$ cat src/rtl/fetch_unit_if.sv
// Bundles the fetch front end's ROM port, redirect input and decode handshake.
// The master side belongs to fetch_unit. The slave side belongs to the ROM/control/decode environment.
interface fetch_unit_if #(
    parameter int PC_W    = 10,
    parameter int INSTR_W = 9
);
    logic [PC_W-1:0]    rom_addr;
    logic [INSTR_W-1:0] rom_data;
    logic               redirect_en;
    logic [PC_W-1:0]    redirect_target;
    logic               instr_valid;
    logic               instr_ready;
    logic [INSTR_W-1:0] instr;
    logic [PC_W-1:0]    instr_pc;
    logic               done;

    modport master (
        output rom_addr, instr_valid, instr, instr_pc, done,
        input  rom_data, redirect_en, redirect_target, instr_ready
    );

    modport slave (
        input  rom_addr, instr_valid, instr, instr_pc, done,
        output rom_data, redirect_en, redirect_target, instr_ready
    );
endinterface

$ cat src/rtl/fetch_unit.sv
// Instruction-fetch front end: owns the fetch PC, drives a synchronous ROM and
// buffers returned words in a small shift queue presented over valid/ready.
module fetch_unit #(
    parameter int PC_W      = 10,
    parameter int INSTR_W   = 9,
    parameter int DEPTH     = 2,
    parameter int HALT_ADDR = 128
) (
    input  logic          clk,
    input  logic          reset,
    fetch_unit_if.master  bus
);
    localparam int CW = $clog2(DEPTH + 2);
    localparam logic [PC_W-1:0] HaltPc = PC_W'(HALT_ADDR);

    logic [PC_W-1:0]    fetchPc_q, fetchPc_d;
    logic               inflight_q, inflight_d;
    logic [PC_W-1:0]    inflightPc_q, inflightPc_d;
    logic [CW-1:0]      count_q, count_d;
    logic [INSTR_W-1:0] queueData_q [DEPTH];
    logic [INSTR_W-1:0] queueData_d [DEPTH];
    logic [PC_W-1:0]    queuePc_q [DEPTH];
    logic [PC_W-1:0]    queuePc_d [DEPTH];

    logic          pop;
    logic          issue;
    logic          write;
    logic [CW-1:0] occupancy;
    logic [CW-1:0] countAfterPop;

    // Credit check counts the word still in flight so a full queue never drops a ROM return.
    always_comb begin
        fetchPc_d     = fetchPc_q;
        inflight_d    = 1'b0;
        inflightPc_d  = inflightPc_q;
        count_d       = count_q;
        queueData_d   = queueData_q;
        queuePc_d     = queuePc_q;

        pop           = (count_q != '0) && bus.instr_ready;
        occupancy     = count_q + CW'(inflight_q);
        issue         = !bus.redirect_en && (fetchPc_q != HaltPc) &&
                        (occupancy < (CW'(DEPTH) + CW'(pop)));
        write         = inflight_q && !bus.redirect_en;
        countAfterPop = count_q - CW'(pop);

        if (pop && (count_q > CW'(1))) begin
            for (int i = 0; i < DEPTH - 1; i++) begin
                queueData_d[i] = queueData_q[i+1];
                queuePc_d[i]   = queuePc_q[i+1];
            end
        end

        if (write) begin
            for (int i = 0; i < DEPTH; i++) begin
                if (countAfterPop == CW'(i)) begin
                    queueData_d[i] = bus.rom_data;
                    queuePc_d[i]   = inflightPc_q;
                end
            end
        end

        // A redirect wins over everything: flush the queue and drop the returning word.
        if (bus.redirect_en) begin
            count_d    = '0;
            inflight_d = 1'b0;
            fetchPc_d  = bus.redirect_target;
        end else begin
            count_d    = countAfterPop + CW'(write);
            inflight_d = issue;
            if (issue) begin
                inflightPc_d = fetchPc_q;
                fetchPc_d    = fetchPc_q + PC_W'(1);
            end
        end
    end

    always_ff @(posedge clk) begin
        if (reset) begin
            fetchPc_q    <= '0;
            inflight_q   <= 1'b0;
            inflightPc_q <= '0;
            count_q      <= '0;
            for (int i = 0; i < DEPTH; i++) begin
                queueData_q[i] <= '0;
                queuePc_q[i]   <= '0;
            end
        end else begin
            fetchPc_q    <= fetchPc_d;
            inflight_q   <= inflight_d;
            inflightPc_q <= inflightPc_d;
            count_q      <= count_d;
            queueData_q  <= queueData_d;
            queuePc_q    <= queuePc_d;
        end
    end

    assign bus.rom_addr    = fetchPc_q;
    assign bus.instr_valid = (count_q != '0);
    assign bus.instr       = queueData_q[0];
    assign bus.instr_pc    = queuePc_q[0];
    assign bus.done        = (fetchPc_q == HaltPc) && (count_q == '0) && !inflight_q;
endmodule

$ cat src/flat_wrapper.sv
// flat-port wrapper written by rule: the top's interface ports become plain ports
module fetch_unit_flat 
#(
    parameter int PC_W      = 10,
    parameter int INSTR_W   = 9,
    parameter int DEPTH     = 2,
    parameter int HALT_ADDR = 128
)
  (clk, reset, bus_rom_addr, bus_instr_valid, bus_instr, bus_instr_pc, bus_done, bus_rom_data, bus_redirect_en, bus_redirect_target, bus_instr_ready);
  fetch_unit_if #(.PC_W(PC_W), .INSTR_W(INSTR_W)) bus_i ();
  input  logic clk;
  input  logic reset;
  output wire logic [$bits(bus_i.rom_addr)-1:0] bus_rom_addr;
  output wire logic [$bits(bus_i.instr_valid)-1:0] bus_instr_valid;
  output wire logic [$bits(bus_i.instr)-1:0] bus_instr;
  output wire logic [$bits(bus_i.instr_pc)-1:0] bus_instr_pc;
  output wire logic [$bits(bus_i.done)-1:0] bus_done;
  input wire logic [$bits(bus_i.rom_data)-1:0] bus_rom_data;
  input wire logic [$bits(bus_i.redirect_en)-1:0] bus_redirect_en;
  input wire logic [$bits(bus_i.redirect_target)-1:0] bus_redirect_target;
  input wire logic [$bits(bus_i.instr_ready)-1:0] bus_instr_ready;
  assign bus_rom_addr = bus_i.rom_addr;
  assign bus_instr_valid = bus_i.instr_valid;
  assign bus_instr = bus_i.instr;
  assign bus_instr_pc = bus_i.instr_pc;
  assign bus_done = bus_i.done;
  assign bus_i.rom_data = bus_rom_data;
  assign bus_i.redirect_en = bus_redirect_en;
  assign bus_i.redirect_target = bus_redirect_target;
  assign bus_i.instr_ready = bus_instr_ready;
  fetch_unit #(.PC_W(PC_W), .INSTR_W(INSTR_W), .DEPTH(DEPTH), .HALT_ADDR(HALT_ADDR)) u_core (.clk(clk), .reset(reset), .bus(bus_i));
endmodule
$ cat config.mk
export PLATFORM = sky130hd
export DESIGN_NAME = fetch_unit_flat
export DESIGN_NICKNAME = d
export VERILOG_FILES = /design/src/rtl/fetch_unit_if.sv /design/src/rtl/fetch_unit.sv /design/src/flat_wrapper.sv
export SDC_FILE = /design/constraint.sdc
export NUM_CORES = 1
export LEC_CHECK = 0
export ABC_CLOCK_PERIOD_IN_PS = 4000
export BUFFER_PORTS_ARGS = -buffer_cell sky130_fd_sc_hd__buf_4
export CORE_UTILIZATION = 57
export DETAILED_ROUTE_END_ITERATION = 10
export PLACE_DENSITY_LB_ADDON = 0.3
export SETUP_SLACK_MARGIN = 0.3
export SLEW_MARGIN = 20
export SYNTH_ARGS = -nofsm -noshare
export SYNTH_HDL_FRONTEND = slang
export SYNTH_SLANG_ARGS = --single-unit
$ cat constraint.sdc
create_clock -name clk -period 4 [get_ports clk]
set_clock_uncertainty 0.2 [all_clocks]
set_input_delay 0.4 -clock clk [delete_from_list [all_inputs] [get_ports clk]]
set_output_delay 0.4 -clock clk [all_outputs]
set_load 0.05 [all_outputs]
==> out/metrics.cfg, run 1 <==
[setup_path]
worstPathBufferInverterCount = 2
regToRegSetupSlack_ps = 1410
path_cells = inv_1 -> ha_1 -> nor4bb_1 -> nand3_1 -> nor3_1 -> buf_4
cp_top_family = simple AND/OR/NAND/NOR gates
rr_worst_depth = 4
crit_type = reg2out
crit_fanout = 11
r2r_end = u_core.bus.rom_addr[7]
worst_ep_arrival_time_ps = 2230
crit_slowest_cell = nand3_1
r2r_start = u_core.count_q[1]
required_ps = 3400
end_kind = output pin
startpoint_type = register
slowest_delay_ps = 400

[grt]
grt_pass1_wl_mm = 10.58
track_usage_pct = 25.73
grt-ovfl-total = 0
antenna_found_initial = 0
grt_max_degree = 62
grt_pass1_vias = 2332

[route]
dr.pass1.iters = 4
vias = 2511
via_per_inst = 5.840
drc = 0
drtIter0Drc = 141
drtAntennaViolNets = 0
wire_per_inst_um = 14.57
wl_mm = 6.266

[sta]
tns_ps = 0
finalCritPeriodShare_pct = 70.76
layout_setup_ws_ps = 1170
slew_viol_final = 0
slew_headroom_pct = 30.36
hold_slack_ps = 113.1
fmax_mhz = 353.3
tightest_slew_ps = 1043
hold_viol = 0
min_period_ps = 2830
setup_viol_count_final = 0
rsz0062_at_grt = false

[synthesis]
ys_ff_latch = 61
yosysUniqueCellTypes = 46
syn_area_um2 = 2909
yosys_warnings = 0
synth_common_cells = dfxtp_1 (61), nor2_1 (42), nand3_1 (31)
synthCells = 337
yosysTopAreaCellShare_pct = 41.98
yosys.cell_count.top_type = dfxtp_1
yosysSeqAreaShare_pct = 41.98
synthTopCellsByArea = dfxtp_1 (42%), mux2i_1 (6.9%), a311oi_1 (6.3%)
ys_async_sr_fraction_pct = 0
synthFlopType = dfxtp_1
synth-edff-count = 0
yosys.area.top_type = dfxtp_1
synth_nets = 364
synth.avg_cell_area_um2 = 8.632

[place]
dp_slack_ps = 1461
gp_congestion = 0.7654
io_buffers = 53
dp.cells = 415
dp_hpwl_mm = 4.049

[cells_and_area]
antenna_cells = 0
final_cells = 430
area_growth_pct = 13.94
layout-drive-gt1-share_pct = 20.66
fin_nets = 386

[power]
leakage_uw = 0.001441
peakVddDrop_v = 0.0002010
p_per_area_nw_per_um2 = 389.8

[outcome]
status = finished clean

[cts]
h-tree-depth = 3
cts-resized-gates = 0
cts_tree = yes
cts_setup_buffers = 0
clock_path_buffers = 2
root_buffer = clkbuf_8
clk_pin_slew_ps = 60
cts_buffers = 9
cts.sinks = 61
clk_latency_ps = 330
ctsHoldBuffers = 0

[run]
cap_violations = 0

[hold_path]
hold_path_class = in2reg
holdPathStages = 3
min_to = u_core.queueData_q[4]
hp-start = bus_rom_data[4]

[die]
die-area_um2 = 5393
die_height_um = 73.44
die_w_um = 73.44
ios = 54
rows = 25
core-area_um2 = 4817
start_util_pct = 60.39

-- worst register-to-register path: stages (launching register included) --
cell     delay [ps]
dfxtp_1        1010
nor3b_2         210
a211o_1         510
o41a_1          450
a21oi_1         140
-- where the power goes --
part | switching, uW | internal, uW
combinational | 120 | 62.6
sequential | 22.6 | 630
clock | 220 | 237
-- worst max-delay path by stage --
stage | from | endpoint | slack, ps | cells past startpoint
6_report | u_core.bus.rom_addr[0] | bus_done | 1170 | 6
5_1_grt | u_core.bus.rom_addr[0] | bus_done | 1060 | 6
4_1_cts | u_core.bus.rom_addr[0] | bus_done | 1190 | 6
3_3_place_gp | u_core.count_q[1] | u_core.bus.rom_addr[7] | 1560 | 4
2_1_floorplan | u_core.bus.rom_addr[0] | bus_done | 900 | 6
3_5_place_dp | u_core.count_q[1] | u_core.bus.rom_addr[7] | 1460 | 4
-- kinds of logic after synthesis --
group / after synthesis / share of synthesized area (%)
buffers and inverters: 51 / 9.892
adder cells (fa/ha/maj): 4 / 1.720
XOR/XNOR: 4 / 1.850
AO/OA/AOI/OAI: 70 / 17.51
flip-flops: 61 / 41.98
AND/OR/NAND/NOR: 127 / 20.17
multiplexers: 20 / 6.882
-- final cells by class --
| type | count | area (um2) |
|---|---|---|
| sequential | 61 | 1221 |
| clock buffer | 13 | 148.9 |
| fill | 403 | 1503 |
| inverter | 5 | 18.77 |
| timing repair buffer | 57 | 427.9 |
| clock inverter | 2 | 10.01 |
| multi-input combinational | 225 | 1404 |
| tap | 67 | 83.83 |
-- state kept, by name, summed over array words and instances, names as in the netlist --
register and flops:
u_core.queueData_q 9, u_core.count_q 2, u_core.inflight_q 1, u_core.bus.instr 9, u_core.queuePc_q 10, u_core.bus.rom_addr 10, u_core.inflightPc_q 10, u_core.bus.instr_pc 10
-- layout by cell type, fill, tap and decap left out, types with 3 or more instances in the layout --
cell type and n:
nand2_1 30, a211oi_1 3, a21oi_1 13, inv_1 4
clkbuf_8 10, buf_4 57, o211ai_1 4, clkbuf_1 3
ha_1 4, nor2b_1 3, nand3_1 31, o21ai_0 13
mux2i_1 20, nor3_1 6, a311oi_1 21, dfxtp_1 61
nor2_1 42
-- per-layer routing --
layer | global-route usage [%] | wire length, um
met1 | 32.99 | 2926
met5 | 0 | 0
met2 | 40.37 | 2948
met4 | 12.18 | 55
met3 | 6.722 | 335
-- through the flow --
stage | utilization (%) | cell area (um2) | power (uW)
after floorplan | - | 2909 | 799.3
after global placement | 65.51 | 3156 | 844.4
after detailed placement | 65.51 | 3156 | 847.1
after CTS | 68.81 | 3314 | 1302
after global routing | 68.81 | 3314 | 1352
final | 68.81 | 3314 | 1292
No activity file was read; power rests on OpenSTA's default activity.
==> run 2: changes to the inputs <==
--- a/config.mk
+++ b/config.mk
@@ -5,9 +5,9 @@
 export SDC_FILE = /design/constraint.sdc
 export NUM_CORES = 1
 export LEC_CHECK = 0
-export ABC_CLOCK_PERIOD_IN_PS = 4000
+export ABC_CLOCK_PERIOD_IN_PS = 2700
 export BUFFER_PORTS_ARGS = -buffer_cell sky130_fd_sc_hd__buf_4
-export CORE_UTILIZATION = 57
+export CORE_UTILIZATION = 55
 export DETAILED_ROUTE_END_ITERATION = 10
 export PLACE_DENSITY_LB_ADDON = 0.3
 export SETUP_SLACK_MARGIN = 0.3
==> constraint.sdc (replaced) <==
create_clock -name clk -period 2.7 [get_ports clk]
set_clock_uncertainty 0.2 [all_clocks]
set_input_delay 0.27 -clock clk [delete_from_list [all_inputs] [get_ports clk]]
set_output_delay 0.27 -clock clk [all_outputs]
set_load 0.05 [all_outputs]
==> out/metrics.cfg, run 2 (same netlist as run 1, synthesis figures left out) <==
[outcome]
status = finished clean  ; unchanged

[route]
dr.pass1.iters = 4  ; unchanged
drtIter0Drc = 256  ; was 141
wl_mm = 6.795  ; was 6.266 mm
wire_per_inst_um = 15.20  ; was 14.57 um
via_per_inst = 5.783  ; was 5.840
drc = 0  ; unchanged
vias = 2585  ; was 2511
drtAntennaViolNets = 0  ; unchanged

[grt]
grt_pass1_vias = 2281  ; was 2332
antenna_found_initial = 0  ; unchanged
grt_pass1_wl_mm = 10.80  ; was 10.58 mm
track_usage_pct = 25.39  ; was 25.73%
grt_max_degree = 62  ; unchanged
grt-ovfl-total = 0  ; unchanged

[setup_path]
required_ps = 2230  ; was 3400 ps
end_kind = output pin  ; unchanged
slowest_delay_ps = 380  ; was 400 ps
crit_slowest_cell = dfxtp_1  ; was nand3_1
path_cells = inv_1 -> ha_1 -> nor4bb_4 -> nand3_2 -> nor3_4 -> buf_6  ; was inv_1 -> ha_1 -> nor4bb_1 -> nand3_1 -> nor3_1 -> buf_4
startpoint_type = register  ; unchanged
crit_fanout = 7  ; was 11
crit_type = reg2out  ; unchanged
worst_ep_arrival_time_ps = 1850  ; was 2230 ps

[cells_and_area]
nFillCells = 410  ; was 403
fin_nets = 399  ; was 386
antenna_cells = 0  ; unchanged
final_common_cell = dfxtp_1  ; unchanged
layout-drive-gt1-share_pct = 22.55  ; was 20.66%
fin_area_um2 = 3521  ; was 3314 um2
area_growth_pct = 21.03  ; was 13.94%
layout_common_cells = dfxtp_1 (61), buf_4 (59), nor2_1 (42)  ; was dfxtp_1 (61), buf_4 (57), nor2_1 (42)

[power]
p_per_area_nw_per_um2 = 583.1  ; was 389.8 nW/um2
peakVddDrop_v = 0.0004094  ; was 0.0002010 V
p_total_uw = 2053  ; was 1292 uW
leakage_uw = 0.001519  ; was 0.001441 uW

[sta]
finalCritPeriodShare_pct = 86.06
fmax_mhz = 430.3
rsz0062_at_grt = true  ; was false
tightest_slew_ps = 612.8  ; was 1043 ps
hold_viol = 0  ; unchanged
slew_headroom_pct = 59.15  ; was 30.36%
min_period_ps = 2324
layout_setup_ws_ps = 376.3  ; was 1170 ps
slew_viol_final = 0  ; unchanged
tns_ps = 0  ; unchanged
setup_viol_count_final = 0  ; unchanged

[place]
gp_congestion = 0.8588  ; was 0.7654
place_area_um2 = 3198  ; was 3156 um2
dp_slack_ps = 473.5  ; was 1461 ps
io_buffers = 53  ; unchanged
dp_hpwl_mm = 4.181  ; was 4.049 mm

[die]
ios = 54  ; unchanged
die_height_um = 74.73  ; was 73.44 um
start_util_pct = 56.96  ; was 60.39%
rows = 26  ; was 25
core-area_um2 = 5107  ; was 4817 um2
die-area_um2 = 5584  ; was 5393 um2
die_w_um = 74.73  ; was 73.44 um

[cts]
clk_pin_slew_ps = 70  ; was 60 ps
cts_tree = yes  ; unchanged
h-tree-depth = 3  ; unchanged
cts.sinks = 61  ; unchanged
root_buffer = clkbuf_8  ; unchanged
clk_latency_ps = 330  ; about the same
cts_buffers = 9  ; unchanged
clock_path_buffers = 2  ; unchanged

[run]
cap_violations = 0  ; unchanged

[hold_path]
hold_path_class = in2reg  ; unchanged

-- run 2: report_power, final --
group          internal [uW]  switching (uW)  leakage, uW
Combinational            106             184     0.000926
Sequential               933            35.3     0.000497
Clock                    449             346    0.0000964
Total                   1490             566      0.00152
-- run 2: cell type report --
cell class	count	area, um2	share of cell area, %
clock buffer	12	145.1	4.122
sequential	61	1221	34.68
tap	70	87.58	2.488
timing repair buffer	70	564.3	16.03
clock inverter	4	47.55	1.350
multi-input combinational	225	1436	40.80
inverter	5	18.77	0.5330
-- run 2: worst paths after layout --
kind	start	end	slack, ps	depth (start not counted)
worst min register to register	u_core.bus.instr_pc[6]	u_core.bus.instr_pc[6]	280	2
worst min-delay path	bus_redirect_target[1]	u_core.bus.rom_addr[1]	10	3
worst max-delay path	u_core.bus.rom_addr[0]	bus_done	380	6
worst max register to register	u_core.bus.rom_addr[0]	u_core.bus.rom_addr[0]	460	6
-- run 2: through the flow --
step / util [%] / std cells / hold slack [ps]
4_1_cts: 68.37 / 445 / 11.63
3_3_place_gp: 62.62 / 420 / 268.7
5_1_grt: 68.94 / 447 / 26.27
3_5_place_dp: 62.62 / 420 / 272.7
2_1_floorplan: - / 337 / 213.9
6_report: 68.94 / 447 / 13.01
-- run 2: metal layers --
layer	GRT usage [%]	part of all wire [%]	vias to the layer above	routed length, um
li1	-	-	1258	-
met5	0	0	-	0
met1	33.47	46	1213	3124
met2	40.84	48	105	3229
met4	12.16	1.2	0	83
met3	3.882	5.3	9	357
-- run 2: timing repair --
| item | 4_1_cts | 5_1_grt |
|---|---|---|
| setup endpoints to repair | 1 | 2 |
| hold endpoints to repair | 9 | 0 |
| hold buffers | 9 | 0 |
| pin swaps | 1 | 1 |
| buffers inserted | 0 | 2 |
| resized for setup | 2 | 3 |
-- run 2: critical path, delay by kind of cell, from the launching register on --
family | cells | cell delay, ps
adder cells (fa/ha/maj) | 1 | 150
buffers and inverters | 2 | 310
flip-flops | 1 | 380
AND/OR/NAND/NOR | 3 | 680
==> run 3: changes to the inputs <==
--- a/config.mk
+++ b/config.mk
@@ -5,7 +5,7 @@
 export SDC_FILE = /design/constraint.sdc
 export NUM_CORES = 1
 export LEC_CHECK = 0
-export ABC_CLOCK_PERIOD_IN_PS = 2700
+export ABC_CLOCK_PERIOD_IN_PS = 2330
 export BUFFER_PORTS_ARGS = -buffer_cell sky130_fd_sc_hd__buf_4
 export CORE_UTILIZATION = 55
 export DETAILED_ROUTE_END_ITERATION = 10
==> constraint.sdc (replaced) <==
create_clock -name clk -period 2.33 [get_ports clk]
set_clock_uncertainty 0.2 [all_clocks]
set_input_delay 0.233 -clock clk [delete_from_list [all_inputs] [get_ports clk]]
set_output_delay 0.233 -clock clk [all_outputs]
set_load 0.05 [all_outputs]
==> out/metrics.cfg, run 3 (same netlist as run 1, synthesis figures left out) <==
[power]
p_per_area_nw_per_um2 = 630.8  ; was 583.1 nW/um2
peakVddDrop_v = 0.0003196  ; was 0.0004094 V
p_total_uw = 2331  ; was 2053 uW
leakage_uw = 0.001583  ; was 0.001519 uW

[outcome]
status = finished clean  ; unchanged

[setup_path]
rr_worst_depth = 9  ; was 6
crit_type = reg2out  ; unchanged
crit_fanout = 2  ; was 7
r2r_start = u_core.bus.rom_addr[1]  ; was u_core.bus.rom_addr[0]
r2r_end = u_core.bus.rom_addr[1]  ; was u_core.bus.rom_addr[0]
end_kind = output pin  ; unchanged
required_ps = 1900  ; was 2230 ps
regToRegSetupSlack_ps = 380  ; was 460 ps
startpoint_type = register  ; unchanged
worst_ep_arrival_time_ps = 1530  ; was 1850 ps
timing.critical_path.from = u_core.bus.rom_addr[1]  ; was u_core.bus.rom_addr[0]

[cts]
root_buffer = clkbuf_8  ; unchanged
clk_pin_slew_ps = 60  ; was 70 ps
cts_buffers = 9  ; unchanged
cts_tree = yes  ; unchanged
clock_path_buffers = 2  ; unchanged
cts.sinks = 61  ; unchanged
h-tree-depth = 3  ; unchanged
clk_latency_ps = 330  ; about the same

[grt]
grt_pass1_wl_mm = 10.99  ; was 10.80 mm
track_usage_pct = 26.36  ; was 25.39%
met3_usage_pct = 5.756  ; was 3.882%
antenna_found_initial = 0  ; unchanged
grt-ovfl-total = 0  ; unchanged
met1_usage_pct = 33.78  ; was 33.47%
grt_max_degree = 62  ; unchanged
grt_busiest_layer = met2  ; unchanged
grt_pass1_vias = 2377  ; was 2281
grtUsageMet2_pct = 42.14  ; was 40.84%

[sta]
fmax_mhz = 508.7
min_period_ps = 1966
tightest_slew_ps = 627.8  ; was 612.8 ps
rsz0062_at_grt = true  ; unchanged
slew_headroom_pct = 58.14  ; was 59.15%
setup_viol_count_final = 0  ; unchanged
hold_viol = 0  ; unchanged
tns_ps = 0  ; unchanged
finalCritPeriodShare_pct = 84.36
slew_viol_final = 0  ; unchanged
layout_setup_ws_ps = 364.4  ; was 376.3 ps

[hold_path]
min_to = u_core.bus.rom_addr[5]  ; was u_core.bus.rom_addr[1]
hp-start = bus_redirect_target[5]  ; was bus_redirect_target[1]
holdPathStages = 3  ; unchanged
hold_path_class = in2reg  ; unchanged

[die]
start_util_pct = 56.96  ; unchanged
ios = 54  ; unchanged
rows = 26  ; unchanged
die_height_um = 74.73  ; unchanged
die-area_um2 = 5584  ; unchanged
die_w_um = 74.73  ; unchanged
core-area_um2 = 5107  ; unchanged

[place]
io_buffers = 53  ; unchanged
gp_congestion = 0.8251  ; was 0.8588
dp_hpwl_mm = 4.018  ; was 4.181 mm
dp_slack_ps = 191.7  ; was 473.5 ps

[route]
drc = 0  ; unchanged
drtIter0Drc = 252  ; was 256
via_per_inst = 5.768  ; was 5.783
vias = 2665  ; was 2585
wire_per_inst_um = 15.04  ; was 15.20 um
dr.pass1.iters = 5  ; was 4
wl_mm = 6.949  ; was 6.795 mm
drtAntennaViolNets = 0  ; unchanged

[cells_and_area]
area_growth_pct = 27.05  ; was 21.03%
layout-drive-gt1-share_pct = 27.81  ; was 22.55%
layout_common_cells = buf_4 (67), dfxtp_1 (51), nor2_1 (42)  ; was dfxtp_1 (61), buf_4 (59), nor2_1 (42)
final_common_cell = buf_4  ; was dfxtp_1
antenna_cells = 0  ; unchanged
fin_nets = 414  ; was 399
nFillCells = 398  ; was 410

[run]
cap_violations = 0  ; unchanged

-- run 3: changes by cell type in the layout (fill, tap and decap cells not counted), sizes merged --
| cell | previous run | this run |
|---|---|---|
| buf | 61 | 69 |
| dlygate4sd3 | 9 | 16 |
| bufinv | 1 | 0 |
| clkinv | 3 | 4 |
-- run 3: routing by layer --
layer / part of all wire, % / routed length (um)
met4: 2.2 / 155
met1: 44 / 3033
met5: 0 / 0
met2: 48 / 3322
met3: 6.3 / 438
-- run 3: timing repair --
item / 4_1_cts / 5_1_grt
resized for setup: 5 / 15
setup endpoints to repair: 13 / 19
pin swaps: 2 / 3
buffers inserted: 5 / 2
hold buffers: 16 / 0
endpoints found under the hold margin: 23 / 0
-- run 3: worst max-delay path by stage --
| stage | endpoint | slack, ps |
|---|---|---|
| floorplan | bus_done | 270 |
| detailed placement | u_core.bus.rom_addr[0] | 190 |
| global route | bus_done | 290 |
| CTS | bus_done | 270 |
| global placement | u_core.bus.rom_addr[0] | 290 |
| finish | bus_done | 360 |
-- run 3: critical path, cell delays in order (launching register included) --
cell,delay [ps]
dfxtp_4,350
inv_4,60
ha_4,120
nor4bb_4,210
nand3_2,140
nor3_4,150
buf_6,180
-- run 3: final cells by class --
class                      count  area (um2)  share of cell area [%]
inverter                       5       23.77                  0.6432
tap                           70       87.58                   2.370
timing repair buffer          85       685.7                   18.55
sequential                    61        1244                   33.65
multi-input combinational    225        1478                   39.98
clock inverter                 4       22.52                  0.6093
clock buffer                  12       155.1                   4.198
-- run 3: through the flow --
step           instance area, um2  hold WS (ps)  std cells  utilization, %
2_1_floorplan                2962         176.9        337               -
3_3_place_gp                 3239         269.3        423           63.42
3_5_place_dp                 3239         271.1        423           63.42
5_1_grt                      3696         83.10        462           72.37
4_1_cts                      3633         42.61        460           71.14
6_report                     3696         62.57        462           72.37
-- run 3: report_power, final --
part	switching [uW]	total, uW	internal [uW]
registers	38.3	1120	1080
logic	229	374	146
clock network	399	838	438
